$ cat src/rtl/uart_pkg.sv
// ---------------------------------------------------------------------------
// uart_pkg
// Definitions shared by the UART receive path (and the future transmit path):
//   - rx_state_t : receiver FSM state encoding
//   - PARITY_ODD : parity sense used when the parity option is built in
//                  (0 = even parity)
//   - calc_div   : oversample-tick divider, rounded to the nearest integer
// ---------------------------------------------------------------------------
package uart_pkg;

  typedef enum logic [2:0] {
    IDLE   = 3'd0,
    START  = 3'd1,
    DATA   = 3'd2,
    PARITY = 3'd3,
    STOP   = 3'd4,
    LOAD   = 3'd5
  } rx_state_t;

  localparam logic PARITY_ODD = 1'b0;

  // round(clk_hz / (baud * os)) using integer arithmetic only.
  function automatic int unsigned calc_div(input int unsigned clk_hz,
                                           input int unsigned baud,
                                           input int unsigned os);
    int unsigned den;
    den = baud * os;
    return (clk_hz + den / 2) / den;
  endfunction

endpackage

$ cat src/rtl/uart_os_tick_gen.sv
// ---------------------------------------------------------------------------
// uart_os_tick_gen
// Free-running divider that produces a one-clock os_tick every DIV clocks.
// A restart pulse zeroes the divider, so the first tick after a restart
// arrives exactly DIV clocks later (phase-aligns sampling to the start edge).
// Ports:
//   CLOCK_50  in  system clock
//   reset_n   in  synchronous active-low reset
//   restart   in  synchronous divider restart
//   os_tick   out one-cycle pulse every DIV clocks
// ---------------------------------------------------------------------------
module uart_os_tick_gen #(
  parameter int unsigned DIV = 10
) (
  input  logic CLOCK_50,
  input  logic reset_n,
  input  logic restart,
  output logic os_tick
);

  localparam int unsigned CW = (DIV > 1) ? $clog2(DIV) : 1;
  localparam logic [CW-1:0] LAST = CW'(DIV - 1);

  logic [CW-1:0] div_cnt;

  always_ff @(posedge CLOCK_50) begin
    if (!reset_n || restart) begin
      div_cnt <= '0;
    end else if (div_cnt == LAST) begin
      div_cnt <= '0;
    end else begin
      div_cnt <= div_cnt + 1'b1;
    end
  end

  assign os_tick = (div_cnt == LAST);

endmodule

$ cat src/rtl/uart_rx_param.sv
// ---------------------------------------------------------------------------
// uart_rx_param
// Parametrised UART receiver. Synchronises the asynchronous UART_RXD pin,
// oversamples it, samples each bit at mid-bit (LSB first), checks the stop
// bit and hands the word to the consumer through a one-entry holding
// register with a valid/ready handshake.
//
// Build option: define UART_RX_PARITY_EN to add a parity bit between the
// data bits and the stop bit (sense set by uart_pkg::PARITY_ODD). Without
// it the PARITY state is never entered and parity_err is tied to 0.
//
// Ports:
//   CLOCK_50    in   system clock
//   reset_n     in   synchronous active-low reset (aborts any frame)
//   UART_RXD    in   asynchronous serial input, idle high
//   rx_data     out  received word, stable while rx_valid=1
//   rx_valid    out  holding register full
//   rx_ready    in   consumer accepts; transfer on rx_valid & rx_ready
//   frame_err   out  stop bit was 0 for the word in rx_data
//   parity_err  out  parity mismatch for the word in rx_data
//   overrun     out  one-cycle pulse: frame completed while holding reg full
//   busy        out  receiver FSM not idle
// ---------------------------------------------------------------------------
module uart_rx_param
  import uart_pkg::*;
#(
  parameter int unsigned CLK_FREQ   = 50000000,
  parameter int unsigned BAUD       = 115200,
  parameter int unsigned OVERSAMPLE = 16,
  parameter int unsigned DATA_BITS  = 8
) (
  input  logic                 CLOCK_50,
  input  logic                 reset_n,
  input  logic                 UART_RXD,
  output logic [DATA_BITS-1:0] rx_data,
  output logic                 rx_valid,
  input  logic                 rx_ready,
  output logic                 frame_err,
  output logic                 parity_err,
  output logic                 overrun,
  output logic                 busy
);

  localparam int unsigned DIV = calc_div(CLK_FREQ, BAUD, OVERSAMPLE);
  localparam int unsigned TW  = $clog2(OVERSAMPLE);
  localparam int unsigned BW  = $clog2(DATA_BITS + 1);

  localparam logic [TW-1:0] HALF_LAST = TW'(OVERSAMPLE / 2 - 1);
  localparam logic [TW-1:0] BIT_LAST  = TW'(OVERSAMPLE - 1);
  localparam logic [BW-1:0] DATA_LAST = BW'(DATA_BITS - 1);

  rx_state_t            state;
  logic [1:0]           sync_q;
  logic                 rxd_s;
  logic                 rxd_prev;
  logic                 start_edge;
  logic                 os_tick;
  logic [TW-1:0]        tick_cnt;
  logic [BW-1:0]        bit_cnt;
  logic [DATA_BITS-1:0] shift_q;
  logic                 ferr_q;
`ifdef UART_RX_PARITY_EN
  logic                 perr_q;
`endif

  // Two-flop synchroniser; reset to the idle-line level so that leaving
  // reset never looks like a start edge.
  // NOTE: non-blocking assignments give every flop the pre-edge value of
  // its neighbour, which is what makes this a two-stage pipeline.
  always_ff @(posedge CLOCK_50) begin
    if (!reset_n) begin
      sync_q   <= 2'b11;
      rxd_prev <= 1'b1;
    end else begin
      sync_q   <= {sync_q[0], UART_RXD};
      rxd_prev <= sync_q[1];
    end
  end

  assign rxd_s = sync_q[1];

  // Falling edge only: a line held low after a framing error (break)
  // never produces a second start.
  assign start_edge = (state == IDLE) && rxd_prev && !rxd_s;

  uart_os_tick_gen #(
    .DIV (DIV)
  ) u_tick (
    .CLOCK_50 (CLOCK_50),
    .reset_n  (reset_n),
    .restart  (start_edge),
    .os_tick  (os_tick)
  );

  // Receiver FSM with registered outputs.
  // NOTE: the data path (shift register, holding register) is reset along
  // with the control state so every output is a known 0 after reset.
  always_ff @(posedge CLOCK_50) begin
    if (!reset_n) begin
      state     <= IDLE;
      busy      <= 1'b0;
      tick_cnt  <= '0;
      bit_cnt   <= '0;
      shift_q   <= '0;
      ferr_q    <= 1'b0;
      rx_data   <= '0;
      rx_valid  <= 1'b0;
      frame_err <= 1'b0;
      overrun   <= 1'b0;
`ifdef UART_RX_PARITY_EN
      perr_q     <= 1'b0;
      parity_err <= 1'b0;
`endif
    end else begin
      overrun <= 1'b0;
      // Consumer takes the word; a LOAD in the same cycle overrides below.
      if (rx_valid && rx_ready) begin
        rx_valid <= 1'b0;
      end

      unique case (state)
        IDLE: begin
          if (start_edge) begin
            state    <= START;
            busy     <= 1'b1;
            tick_cnt <= '0;
          end
        end

        START: begin
          if (os_tick) begin
            if (tick_cnt == HALF_LAST) begin
              tick_cnt <= '0;
              bit_cnt  <= '0;
              if (rxd_s) begin
                // Line high at mid start bit: glitch, drop silently.
                state <= IDLE;
                busy  <= 1'b0;
              end else begin
                state <= DATA;
              end
            end else begin
              tick_cnt <= tick_cnt + 1'b1;
            end
          end
        end

        DATA: begin
          if (os_tick) begin
            if (tick_cnt == BIT_LAST) begin
              tick_cnt <= '0;
              // LSB arrives first, so shift in at the MSB end.
              shift_q  <= {rxd_s, shift_q[DATA_BITS-1:1]};
              if (bit_cnt == DATA_LAST) begin
                bit_cnt <= '0;
`ifdef UART_RX_PARITY_EN
                state   <= PARITY;
`else
                state   <= STOP;
`endif
              end else begin
                bit_cnt <= bit_cnt + 1'b1;
              end
            end else begin
              tick_cnt <= tick_cnt + 1'b1;
            end
          end
        end

        PARITY: begin
`ifdef UART_RX_PARITY_EN
          if (os_tick) begin
            if (tick_cnt == BIT_LAST) begin
              tick_cnt <= '0;
              perr_q   <= ((^shift_q) ^ rxd_s) != PARITY_ODD;
              state    <= STOP;
            end else begin
              tick_cnt <= tick_cnt + 1'b1;
            end
          end
`else
          state <= IDLE;
          busy  <= 1'b0;
`endif
        end

        STOP: begin
          if (os_tick) begin
            if (tick_cnt == BIT_LAST) begin
              tick_cnt <= '0;
              ferr_q   <= !rxd_s;
              state    <= LOAD;
            end else begin
              tick_cnt <= tick_cnt + 1'b1;
            end
          end
        end

        LOAD: begin
          state <= IDLE;
          busy  <= 1'b0;
          if (!rx_valid || rx_ready) begin
            rx_data   <= shift_q;
            frame_err <= ferr_q;
`ifdef UART_RX_PARITY_EN
            parity_err <= perr_q;
`endif
            rx_valid  <= 1'b1;
          end else begin
            overrun <= 1'b1;
          end
        end

        default: begin
          state <= IDLE;
          busy  <= 1'b0;
        end
      endcase
    end
  end

`ifndef UART_RX_PARITY_EN
  assign parity_err = 1'b0;
`endif

endmodule

$ cat config.mk
export PLATFORM = sky130hd
export DESIGN_NAME = uart_rx_param
export DESIGN_NICKNAME = d
export VERILOG_FILES = /design/src/rtl/uart_pkg.sv /design/src/rtl/uart_os_tick_gen.sv /design/src/rtl/uart_rx_param.sv
export SDC_FILE = /design/constraint.sdc
export NUM_CORES = 1
export LEC_CHECK = 0
export BUFFER_PORTS_ARGS = -buffer_cell sky130_fd_sc_hd__buf_2
export CORE_MARGIN = 2
export CORE_UTILIZATION = 32
export DETAILED_ROUTE_END_ITERATION = 12
export GPL_TIMING_DRIVEN = 0
export SETUP_SLACK_MARGIN = 0.05
export SYNTH_ARGS = -nofsm -noshare
export SYNTH_HDL_FRONTEND = slang
export SYNTH_SLANG_ARGS = --single-unit
$ cat constraint.sdc
create_clock -name CLOCK_50 -period 2.4 [get_ports CLOCK_50]
set_clock_uncertainty 0.15 [all_clocks]
set_input_delay 0.6 -clock CLOCK_50 [delete_from_list [all_inputs] [get_ports CLOCK_50]]
set_output_delay 0.6 -clock CLOCK_50 [all_outputs]
set_load 0.05 [all_outputs]
Yosys cells after proc, flatten, opt, wreduce, memory -nomap -nowiden
Index checks and enable logic that the tools add are counted.

Input bits: 4. Word-level logic and storage cells: 87. Register bits after elaboration: 40.

Reductions and logical operators: 21. Add/sub/neg operators: 3. Mux-type cells: 31. Bitwise logic cells: 1. Equality and inequality tests: 18.

Operator list (count): 2-to-1 mux 4 bit (10); 2-to-1 mux 3 bit (8); != test 2 bit, second input constant (8); case mux 3 bit (4 select lines) (1); case mux 4 bit (3 select lines) (1); AND reduction 5 bit (2); adder 4 x 1 -> 4 bit, second input constant (2); equality test 4 x 3 -> 1 bit, second input constant (2); 2-to-1 mux 1 bit (8); case mux 4 bit (2 select lines) (1); AND reduction 8 bit (1); equality test 3 bit, second input constant (2); AND reduction 3 bit (2); adder 5 x 1 -> 5 bit, second input constant (1); equality test 5 bit, second input constant (1); equality test 4 bit, second input constant (1); != test 2 x 1 -> 1 bit, second input constant (2); AND reduction 2 bit (2); AND reduction 4 bit (1); OR reduction 2 bit (2); equality test 3 x 1 -> 1 bit, second input constant (1); equality test 3 x 2 -> 1 bit, second input constant (1); logical AND 1 bit (3); zero test 1 bit (3); 7 further kinds (8).

Longest topological paths before layout
Gate-level depths: netlist of run 1.

Word-level depth: 5. Depth in mapped cells: 7. Depth with buffers taken out: 7.

Cells and area by module
Synthesis of run 1 repeated with hierarchy kept, for this count alone.

Cells, all modules: 195. Area total of the unflattened synthesis: 1933.1 µm².

By module, submodules not included: uart_rx_param (times used 1, seq. area each 700.7 µm², area an instance 1727.9 µm², cells an instance 175); uart_os_tick_gen (times used 1, seq. area each 100.1 µm², area an instance 205.2 µm², cells an instance 20).

Least setup slack after synthesis of run 1
Ideal clock, no wire load.

Path kind: register to register. Start point: reg state[1]. End point: reg state[2]. Setup time: 0.115 ns. Slack: 0.376 ns. Stages on the path, launching flop included: 7. Period minus slack after synthesis: 2.024 ns. Data required time: 2.135 ns. Arrival time: 1.759 ns. Cells stage by stage: dfxtp_1 > buf_4 > or3b_2 > a31oi_1 > a2111o_1 > mux2_1 > o21a_1.

Cells in the longest elaborated chain, start to end: 5.

Ends and longest elaborated chain: start, declared (line uart_rx_param.sv:52) `rx_state_t state;`; start signal, assigned (line uart_rx_param.sv:100) `state <= IDLE;`; start signal, assigned (line uart_rx_param.sv:124) `state <= START;`; start signal, assigned (line uart_rx_param.sv:137) `state <= IDLE;`; zero test 3 bit (line uart_rx_param.sv:84, uart_rx_param.sv:121); logical AND 1 bit (2 in a row) (line uart_rx_param.sv:84) `assign start_edge = (state == IDLE) && rxd_prev && !rxd_s;`; != test 2 x 1 -> 1 bit (no source line); AND reduction 8 bit (no source line).

Several ways; a longest one is shown, not always the timed one. A chain may end at the register's enable or synchronous reset.

Worst setup path after layout of run 1
Ends and elaborated chain as after synthesis.

==> results of run 1 <==
[power by group]
group	switching (mW)	internal [mW]	leakage, nW
combinational	0.0282	0.0202	0.458
sequential	0.00569	0.670	0.323
clock	0.233	0.409	0.0642
[synthesized netlist by cell type (all sizes together), types with 3 or more instances]
cell type,number,share of area [%]
nand3,9,2.7
nor3,4,1.1
a21boi,4,1.6
ha,4,2.7
nor2,13,2.8
and2,3,1.0
dfxtp,40,43
xnor2,3,1.8
o21ai,8,2.4
nor2b,20,6.7
clkbuf,4,0.81
inv,4,0.81
nand2b,5,1.7
buf,6,2.4
nand2,8,1.6
mux2i,18,9.7
nor3b,4,2.2
[what timing repair did]
item                       CTS  global route
hold buffers                 0             0
gates resized for setup      0             1
setup endpoints to repair    0             1
hold endpoints to repair     0             0
[final cells by class]
class,count,area [um2]
fill,562,3420
multi-input combinational,134,990
clock inverter,2,60.1
sequential,40,801
tap,72,90.1
inverter,4,15.0
timing repair buffer,14,70.1
buffer,10,58.8
clock buffer,5,68.8
[flip-flops by register name, indices dropped and copies added, names as in the netlist]
signal and cells:
ferr_q 1, sync_q 2, busy 1, bit_cnt 4, frame_err 1, tick_cnt 4
rxd_prev 1, overrun 1, u_tick.div_cnt 5, state 3, shift_q 8, rx_valid 1
rx_data 8
[metrics by stage]
step           util, %  std cells
2_1_floorplan        -        188
3_3_place_gp      36.2        274
3_5_place_dp      36.2        274
4_1_cts           38.5        281
5_1_grt           38.6        281
6_report          38.6        281
[logic make-up (layout without fill, tap and decap cells)]
logic type / count (synthesis) / in the layout / share of synthesized area (%)
DFF: 40 / 40 / 43.1
xor gates and xnor gates: 5 / 5 / 2.76
and+or+nand+nor: 77 / 77 / 25.1
other: 1 / 1 / 0.202
buffers and inverters: 14 / 35 / 3.97
adders and majority gates: 4 / 4 / 2.69
AOI/OAI and AO/OA: 28 / 28 / 11.9
muxes: 19 / 19 / 10.3
[worst register-to-register path: stages, from the launching register on]
cell	delay, ns
dfxtp_1	0.32
buf_4	0.17
or3b_2	0.48
a31oi_2	0.23
a2111o_1	0.21
mux2_1	0.33
o21a_1	0.16
[routing by layer]
metal | share of wire (%) | vias up
met3 | 3.6 | 5
met5 | 0 | -
met4 | 1.3 | 0
met1 | 53 | 610
met2 | 42 | 22
li1 | - | 698
[how the worst max path moves through the flow]
stage / slack, ns / to / depth (start not counted) / startpoint
detailed placement: 0.17 / state[2]$_SDFFE_PN0P_ / 6 / state[1]$_SDFFE_PN0P_
global placement: 0.19 / state[2]$_SDFFE_PN0P_ / 6 / state[1]$_SDFFE_PN0P_
global route: 0.08 / shift_q[1]$_SDFFE_PN0P_ / 7 / u_tick.div_cnt[0]$_SDFF_PP0_
CTS: 0.17 / state[2]$_SDFFE_PN0P_ / 6 / state[1]$_SDFFE_PN0P_
finish: 0.25 / state[2]$_SDFFE_PN0P_ / 6 / state[1]$_SDFFE_PN0P_
floorplan: 0.38 / state[2]$_SDFFE_PN0P_ / 6 / state[1]$_SDFFE_PN0P_
==> impl_metrics.ini, run 1 <==
[timing]
setup_slack_ns = 0.251
hold_slack_ns = 0.263
timing.final.setup_violations = 0
unrepaired_setup_endpoints_after_global_routing = false
clock.fmax_ghz = 0.465
min_period_over_period_pct = 89.6
setup_total_negative_slack_ns = 0
final-max-slew-violation-count = 0
max_slew.worst_pin.slew_ns = 0.589
hold_violations = 0
fin_crit_ns = 2.15
tightest_slew_margin_relative_to_the_limit_pct = 60.7

[critical_path]
reg2reg_end = state[2]$_SDFFE_PN0P_
timing.critical_path.max_delay_family = compound AO/OA/AOI/OAI gates
worst-path-max-fanout = 10
path_cells = buf_4 > or3b_2 > a31oi_2 > a2111o_1 > mux2_1 > o21a_1
setup.worst_path.class = flip-flop to flip-flop
critical_path_arrival_ns = 2.19
critical_path.reg2reg.startpoint = state[1]$_SDFFE_PN0P_
critPathCaptureType = flip-flop
setup.worst_path.start_class = flip-flop
critPathBufInv = 1
worst_path_largest_cell_delay_ns = 0.48
rrSetupSlack_ns = 0.25
slowest_stage_cell_cp = or3b_2
worstPathRequired_ns = 2.44
timing.reg2reg.worst_path_depth = 6

[cts]
clock_root_buffer = clkbuf_8
cts.sink_count = 40
cts_setup_buffers = 0
clk_pin_slew_worst_paths_ns = 0.08
clock_insertion_delay_worst_skew_ns = 0.29
cts_inserted_buffers = 5
clock_tree_from_tritoncts = done
cts_htree_levels = 2
cts.path.max_buffers = 2

[placed_design]
detailedPlacementHpwl_um = 2320
port_buffers = 14
preCtsSetupSlack_ns = 0.173
place_congestion = 0.767
placed_cell_area_mm2 = 0.00202

[die]
die_width_um = 80.2
effective_utilization_at_floorplan_pct = 33.3
die_footprint_mm2 = 0.00643
fp.coreArea_mm2 = 0.00557
die_h_um = 80.2
io_pins = 17
placementRows = 27

[synthesis]
ys.warnings.count = 0
syn_inst = 188
syn-mean-instance-area_um2 = 9.88
async_reset_ff_share_pct = 0
netlist-cell-type-count = 50
number_of_synthesized_register_bits = 40
synth_edf_count = 0
synth.net_count = 196
most_frequently_used_flop_master_after_synthesis = dfxtp_1
synth_seq_area_share_pct = 43.1
mappedNetlistArea_mm2 = 0.00186

[finish]
synthToLayoutAreaGrowth_pct = 15.9
final_cell_area_mm2 = 0.00215
layout-drive-gt1-share_pct = 18.7
antennaDiodeCount = 0
most-common-layout-cells = dfxtp_1 (40), nor2b_1 (20), mux2i_1 (18)
mostFrequentLayoutCell = dfxtp_1
number_of_nets_in_the_final_layout = 217

[detailed_routing]
count_of_tritonroute_iterations_in_the_first_routing_pass = 4
routed_wire_per_std_cell_um = 11.7
ant_nets = 0
drt-total-wl_um = 3290
routed-via-count = 1335
route.detailed.drc = 0
route.detailed.vias_per_inst = 4.75
detailed_router_s_first_iteration_violation_count = 27

[power]
pwr_density_cell_mw_per_mm2 = 635
power.leakage_nw = 0.845
finalPower_mw = 1.37
peakVddDrop_mv = 0.383

[grt]
globalRoute.busiestLayer = met2
first_global_vias = 1171
grt-ovfl-total = 0
global_route_wire_length_before_repair_um = 5520
grt_antenna_before_repair = 0
grtUsageMet3_pct = 3.48
global_route.usage.met2_pct = 16.2
grtUsageMet1_pct = 15.0
grt_start_max_net_pins = 13
gr-usage-all-layers_pct = 11.1

[worst_hold_path]
timing.hold.worst_path_depth = 1
hold-path-endpoint = sync_q[1]$_SDFF_PN1_
hp-start = sync_q[0]$_SDFF_PN1_
min-delay-path-class = flip-flop to flip-flop

[outcome]
status = finished clean

[flow_run]
max_cap_viols = 0
(Power assumes the default switching activity.)
==> run 2: changes to the inputs <==
--- a/config.mk
+++ b/config.mk
@@ -9,7 +9,6 @@
 export CORE_MARGIN = 2
 export CORE_UTILIZATION = 32
 export DETAILED_ROUTE_END_ITERATION = 12
-export GPL_TIMING_DRIVEN = 0
 export SETUP_SLACK_MARGIN = 0.05
 export SYNTH_ARGS = -nofsm -noshare
 export SYNTH_HDL_FRONTEND = slang
==> run 2 against run 1 <==
  * Fmax decreased by 0.68%
  * Worst hold slack worse by 0.0021 ns
  * Flip-flop and latch count did not move
  * Cell count fell by 0.71%
  * Critical path depth fell by 1
  * Utilization is 0.90 points lower
  * Design area decreased by 2.3%
  * Non-clock buffer count decreased by 3
  * Critical endpoint unchanged
  * Total power down 13%
  * Setup slack got worse by 0.015 ns
  * Sequential share of layout area rose by 0.88 points
==> impl_metrics.ini, run 2 (synthesis results as in run 1) <==
[finish]
antennaDiodeCount = 0
reg.largest.list = rx_data (8), shift_q (8), u_tick.div_cnt (5)
mostFrequentLayoutCell = dfxtp_1
number_of_nets_in_the_final_layout = 214
layout-drive-gt1-share_pct = 18.8
most-common-layout-cells = dfxtp_1 (40), nor2b_1 (20), mux2i_1 (18)
synthToLayoutAreaGrowth_pct = 13.2

[power]
finalPower_mw = 1.19
p_int_mw = 0.923
clock_power_share_pct = 39.1
pwr_density_cell_mw_per_mm2 = 564
swShare_pct = 22.2
netSwitchingPower_mw = 0.263
power.leakage_nw = 0.821
seq_power_share_pct = 57.1
peakVddDrop_mv = 0.299
power.share.combinational_pct = 3.9

[critical_path]
worstPathRequired_ns = 2.44
slowest_stage_cell_cp = or3b_2
worst_path_largest_cell_delay_ns = 0.52
timing.critical_path.max_delay_family = compound AO/OA/AOI/OAI gates
setup.worst_path.start_class = flip-flop
critical_path_arrival_ns = 2.21
worst-path-max-fanout = 11
critPathCaptureType = flip-flop
path_cells = or3b_2 > a31oi_1 > a2111o_1 > mux2_1 > o21a_1
critPathBufInv = 0
setup.worst_path.class = flip-flop to flip-flop

[outcome]
status = finished clean

[grt]
grt_start_max_net_pins = 24
global_route_wire_length_before_repair_um = 5560
first_global_vias = 1212
gr-usage-all-layers_pct = 11.0
grt_antenna_before_repair = 0
grt-ovfl-total = 0

[cts]
cts.sink_count = 40
cts.path.max_buffers = 2
clock_tree_from_tritoncts = done
clock_insertion_delay_worst_skew_ns = 0.29
post_cts_resized = 0
clock_root_buffer = clkbuf_8
cts_hold_buffers = 0
cts_inserted_buffers = 5
cts_htree_levels = 2
cts_setup_buffers = 0
clk_pin_slew_worst_paths_ns = 0.08

[timing]
timing.final.setup_violations = 0
hold_violations = 0
final-max-slew-violation-count = 0
min_period_over_period_pct = 90.2
setup_total_negative_slack_ns = 0
clock.fmax_ghz = 0.462
fin_crit_ns = 2.16
unrepaired_setup_endpoints_after_global_routing = false

[die]
die_footprint_mm2 = 0.00643
io_pins = 17
effective_utilization_at_floorplan_pct = 33.3
fp.coreArea_mm2 = 0.00557
placementRows = 27
die_width_um = 80.2
die_h_um = 80.2

[detailed_routing]
ant_nets = 0
route.detailed.vias_per_inst = 4.68
route.detailed.drc = 0
drt-total-wl_um = 3160
count_of_tritonroute_iterations_in_the_first_routing_pass = 4
routed_wire_per_std_cell_um = 11.3
routed-via-count = 1305
detailed_router_s_first_iteration_violation_count = 58

[flow_run]
max_cap_viols = 0

[placed_design]
port_buffers = 15
detailedPlacementHpwl_um = 2240
place_congestion = 0.753

[worst_hold_path]
min-delay-path-class = flip-flop to flip-flop
run 2: cell count changes in the layout (fill, tap and decap cells not counted), sizes merged:
| cell | delta |
|---|---|
| clkinvlp | +1 |
| buf | +1 |
| clkbuf | -2 |
| bufinv | -2 |
run 2: power groups by stage:
stage | Combinational [mW] | Clock, mW | Sequential (mW)
4_1_cts | 0.0462 | 0.489 | 0.677
5_1_grt | 0.0509 | 0.515 | 0.678
2_1_floorplan | 0.0353 | 0 | 0.694
6_report | 0.0458 | 0.463 | 0.677
3_5_place_dp | 0.0462 | 0 | 0.693
3_3_place_gp | 0.0460 | 0 | 0.692
run 2: final timing paths:
check / to / startpoint / cells after the start / slack (ns)
worst max-delay path: state[2]$_SDFFE_PN0P_ / state[0]$_SDFFE_PN0P_ / 5 / 0.24
worst min-delay path: sync_q[1]$_SDFF_PN1_ / sync_q[0]$_SDFF_PN1_ / 1 / 0.26
worst max register to register: state[2]$_SDFFE_PN0P_ / state[0]$_SDFFE_PN0P_ / 5 / 0.24
worst min register to register: sync_q[1]$_SDFF_PN1_ / sync_q[0]$_SDFF_PN1_ / 1 / 0.26
run 2: stage by stage:
step | instance area, um2 | hold WS, ns | instances | utilization [%] | setup WS (ns)
detailed placement | 2010 | 0.243 | 271 | 36.0 | 0.231
global route | 2100 | 0.297 | 279 | 37.7 | 0.100
CTS | 2100 | 0.261 | 279 | 37.7 | 0.225
floorplan | 1860 | 0.236 | 188 | - | 0.376
finish | 2100 | 0.261 | 279 | 37.7 | 0.236
global placement | 2010 | 0.238 | 271 | 36.0 | 0.280
run 2: final cells by class:
cell class                 count  area (um2)
fill                         567        3470
timing repair buffer          21         120
inverter                       4        15.0
clock inverter                 1        7.51
clock buffer                   7        86.3
tap                           72        90.1
sequential                    40         801
multi-input combinational    134         983
run 2: routing by layer:
| layer | share of wire (%) | track usage [%] | wire length [um] |
|---|---|---|---|
| met1 | 53 | 15.4 | 1680 |
| met2 | 43 | 16.0 | 1350 |
| met3 | 3.3 | 3.03 | 104 |
| met4 | 1.2 | 4.07 | 37 |
| met5 | 0 | 0 | 0 |
==> run 3: changes to the inputs <==
--- a/config.mk
+++ b/config.mk
@@ -7,7 +7,7 @@
 export LEC_CHECK = 0
 export BUFFER_PORTS_ARGS = -buffer_cell sky130_fd_sc_hd__buf_2
 export CORE_MARGIN = 2
-export CORE_UTILIZATION = 32
+export CORE_UTILIZATION = 30
 export DETAILED_ROUTE_END_ITERATION = 12
 export SETUP_SLACK_MARGIN = 0.05
 export SYNTH_ARGS = -nofsm -noshare
==> run 3 against run 2 <==
  * Setup slack got worse by 0.0057 ns
  * Cell count rose by 1.4%
  * Die area rose by 6.3%
  * Flip-flop and latch count stayed put
  * Via count increased by 0.77%
  * Utilization down 1.8 points
  * Design area is 1.8% higher
  * Non-clock buffer count rose by 1
  * Critical path type unchanged
  * Largest cell class unchanged
==> impl_metrics.ini, run 3 (synthesis results as in run 1) <==
[outcome]
status = finished clean

[die]
fp.coreArea_mm2 = 0.00596
die_h_um = 82.7
effective_utilization_at_floorplan_pct = 31.2
die_width_um = 82.7
io_pins = 17
placementRows = 28
die_footprint_mm2 = 0.00684

[power]
p_int_mw = 1.03
peakVddDrop_mv = 0.201
power.leakage_nw = 0.844
pwr_density_cell_mw_per_mm2 = 610
clock_power_share_pct = 44.8
power.share.combinational_pct = 3.5
seq_power_share_pct = 51.8
swShare_pct = 21.3
netSwitchingPower_mw = 0.278

[critical_path]
setup.worst_path.start_class = flip-flop
critPathCaptureType = flip-flop
worst-path-max-fanout = 10
worstPathRequired_ns = 2.45
setup.worst_path.class = flip-flop to flip-flop
critical_path_arrival_ns = 2.22

[finish]
mostFrequentLayoutCell = dfxtp_1
reg.largest.list = rx_data (8), shift_q (8), u_tick.div_cnt (5)
antennaDiodeCount = 0
most-common-layout-cells = dfxtp_1 (40), nor2b_1 (20), mux2i_1 (18)
fin_util_pct = 36.0
number_of_nets_in_the_final_layout = 215
final_cell_area_mm2 = 0.00214
layout-drive-gt1-share_pct = 19.7
synthToLayoutAreaGrowth_pct = 15.3

[grt]
first_global_vias = 1135
grt_start_max_net_pins = 33
global_route_wire_length_before_repair_um = 5280
grt_antenna_before_repair = 0
gr-usage-all-layers_pct = 10.2
grt-ovfl-total = 0

[timing]
timing.final.setup_violations = 0
final-max-slew-violation-count = 0
setup_total_negative_slack_ns = 0
min_period_over_period_pct = 90.4
clock.fmax_ghz = 0.461
fin_crit_ns = 2.17
hold_violations = 0
unrepaired_setup_endpoints_after_global_routing = false

[cts]
clock_insertion_delay_worst_skew_ns = 0.30
cts_setup_buffers = 0
cts_htree_levels = 2
clock_root_buffer = clkbuf_8
cts.sink_count = 40
cts_inserted_buffers = 5
cts_hold_buffers = 0
cts.path.max_buffers = 2
clk_pin_slew_worst_paths_ns = 0.08
clock_tree_from_tritoncts = done
post_cts_resized = 0

[flow_run]
max_cap_viols = 0

[placed_design]
placed_cell_area_mm2 = 0.00202
detailedPlacementHpwl_um = 2150
port_buffers = 15
place_congestion = 0.767

[worst_hold_path]
min-delay-path-class = flip-flop to flip-flop

[detailed_routing]
routed_wire_per_std_cell_um = 11.1
route.detailed.drc = 0
routed-via-count = 1315
drt-total-wl_um = 3160
route.detailed.vias_per_inst = 4.65
ant_nets = 0
detailed_router_s_first_iteration_violation_count = 46
count_of_tritonroute_iterations_in_the_first_routing_pass = 4
-- run 3: cell types whose count changed in the layout (fill, tap and decap cells not counted), sizes merged --
cell      change
buf           +1
clkinv        +1
bufinv        +1
clkbuf        -1
clkinvlp      -1
-- run 3: final cells by class --
class	count	area (um2)
timing repair buffer	22	128
clock buffer	6	82.6
fill	606	3810
sequential	40	801
clock inverter	2	38.8
multi-input combinational	134	983
tap	75	93.8
inverter	4	15.0
-- run 3: layer usage --
layer / wire [um] / global-route usage, %
met3: 113 / 3.59
met4: 67 / 4.43
met1: 1650 / 14.0
met2: 1330 / 14.2
met5: 0 / 0
-- run 3: critical path, stage by stage, from the launching register on --
cell and delay, ns:
dfxtp_1 0.44, or3b_2 0.50, a31oi_1 0.28, a2111o_1 0.21, mux2_1 0.33, o21a_1 0.16
-- run 3: final timing paths --
path | from | slack (ns) | cells past startpoint | to
worst max-delay path | state[2]$_SDFFE_PN0P_ | 0.23 | 5 | state[2]$_SDFFE_PN0P_
worst min-delay path | sync_q[0]$_SDFF_PN1_ | 0.26 | 1 | sync_q[1]$_SDFF_PN1_
worst max register to register | state[2]$_SDFFE_PN0P_ | 0.23 | 5 | state[2]$_SDFFE_PN0P_
worst min register to register | sync_q[0]$_SDFF_PN1_ | 0.26 | 1 | sync_q[1]$_SDFF_PN1_
-- run 3: power groups by stage --
stage | sequential, mW | combinational [mW] | clock, mW
after floorplan | 0.694 | 0.0353 | 0
final | 0.677 | 0.0453 | 0.585
after CTS | 0.677 | 0.0458 | 0.604
after global routing | 0.678 | 0.0499 | 0.632
after global placement | 0.693 | 0.0454 | 0
after detailed placement | 0.692 | 0.0456 | 0
-- run 3: metrics by stage --
stage	std cells	worst slack, ns	power [mW]	hold WS [ns]
floorplan	188	0.376	0.729	0.236
global placement	275	0.279	0.738	0.240
detailed placement	275	0.238	0.738	0.249
CTS	283	0.226	1.33	0.269
global route	283	0.0857	1.36	0.290
finish	283	0.230	1.31	0.263
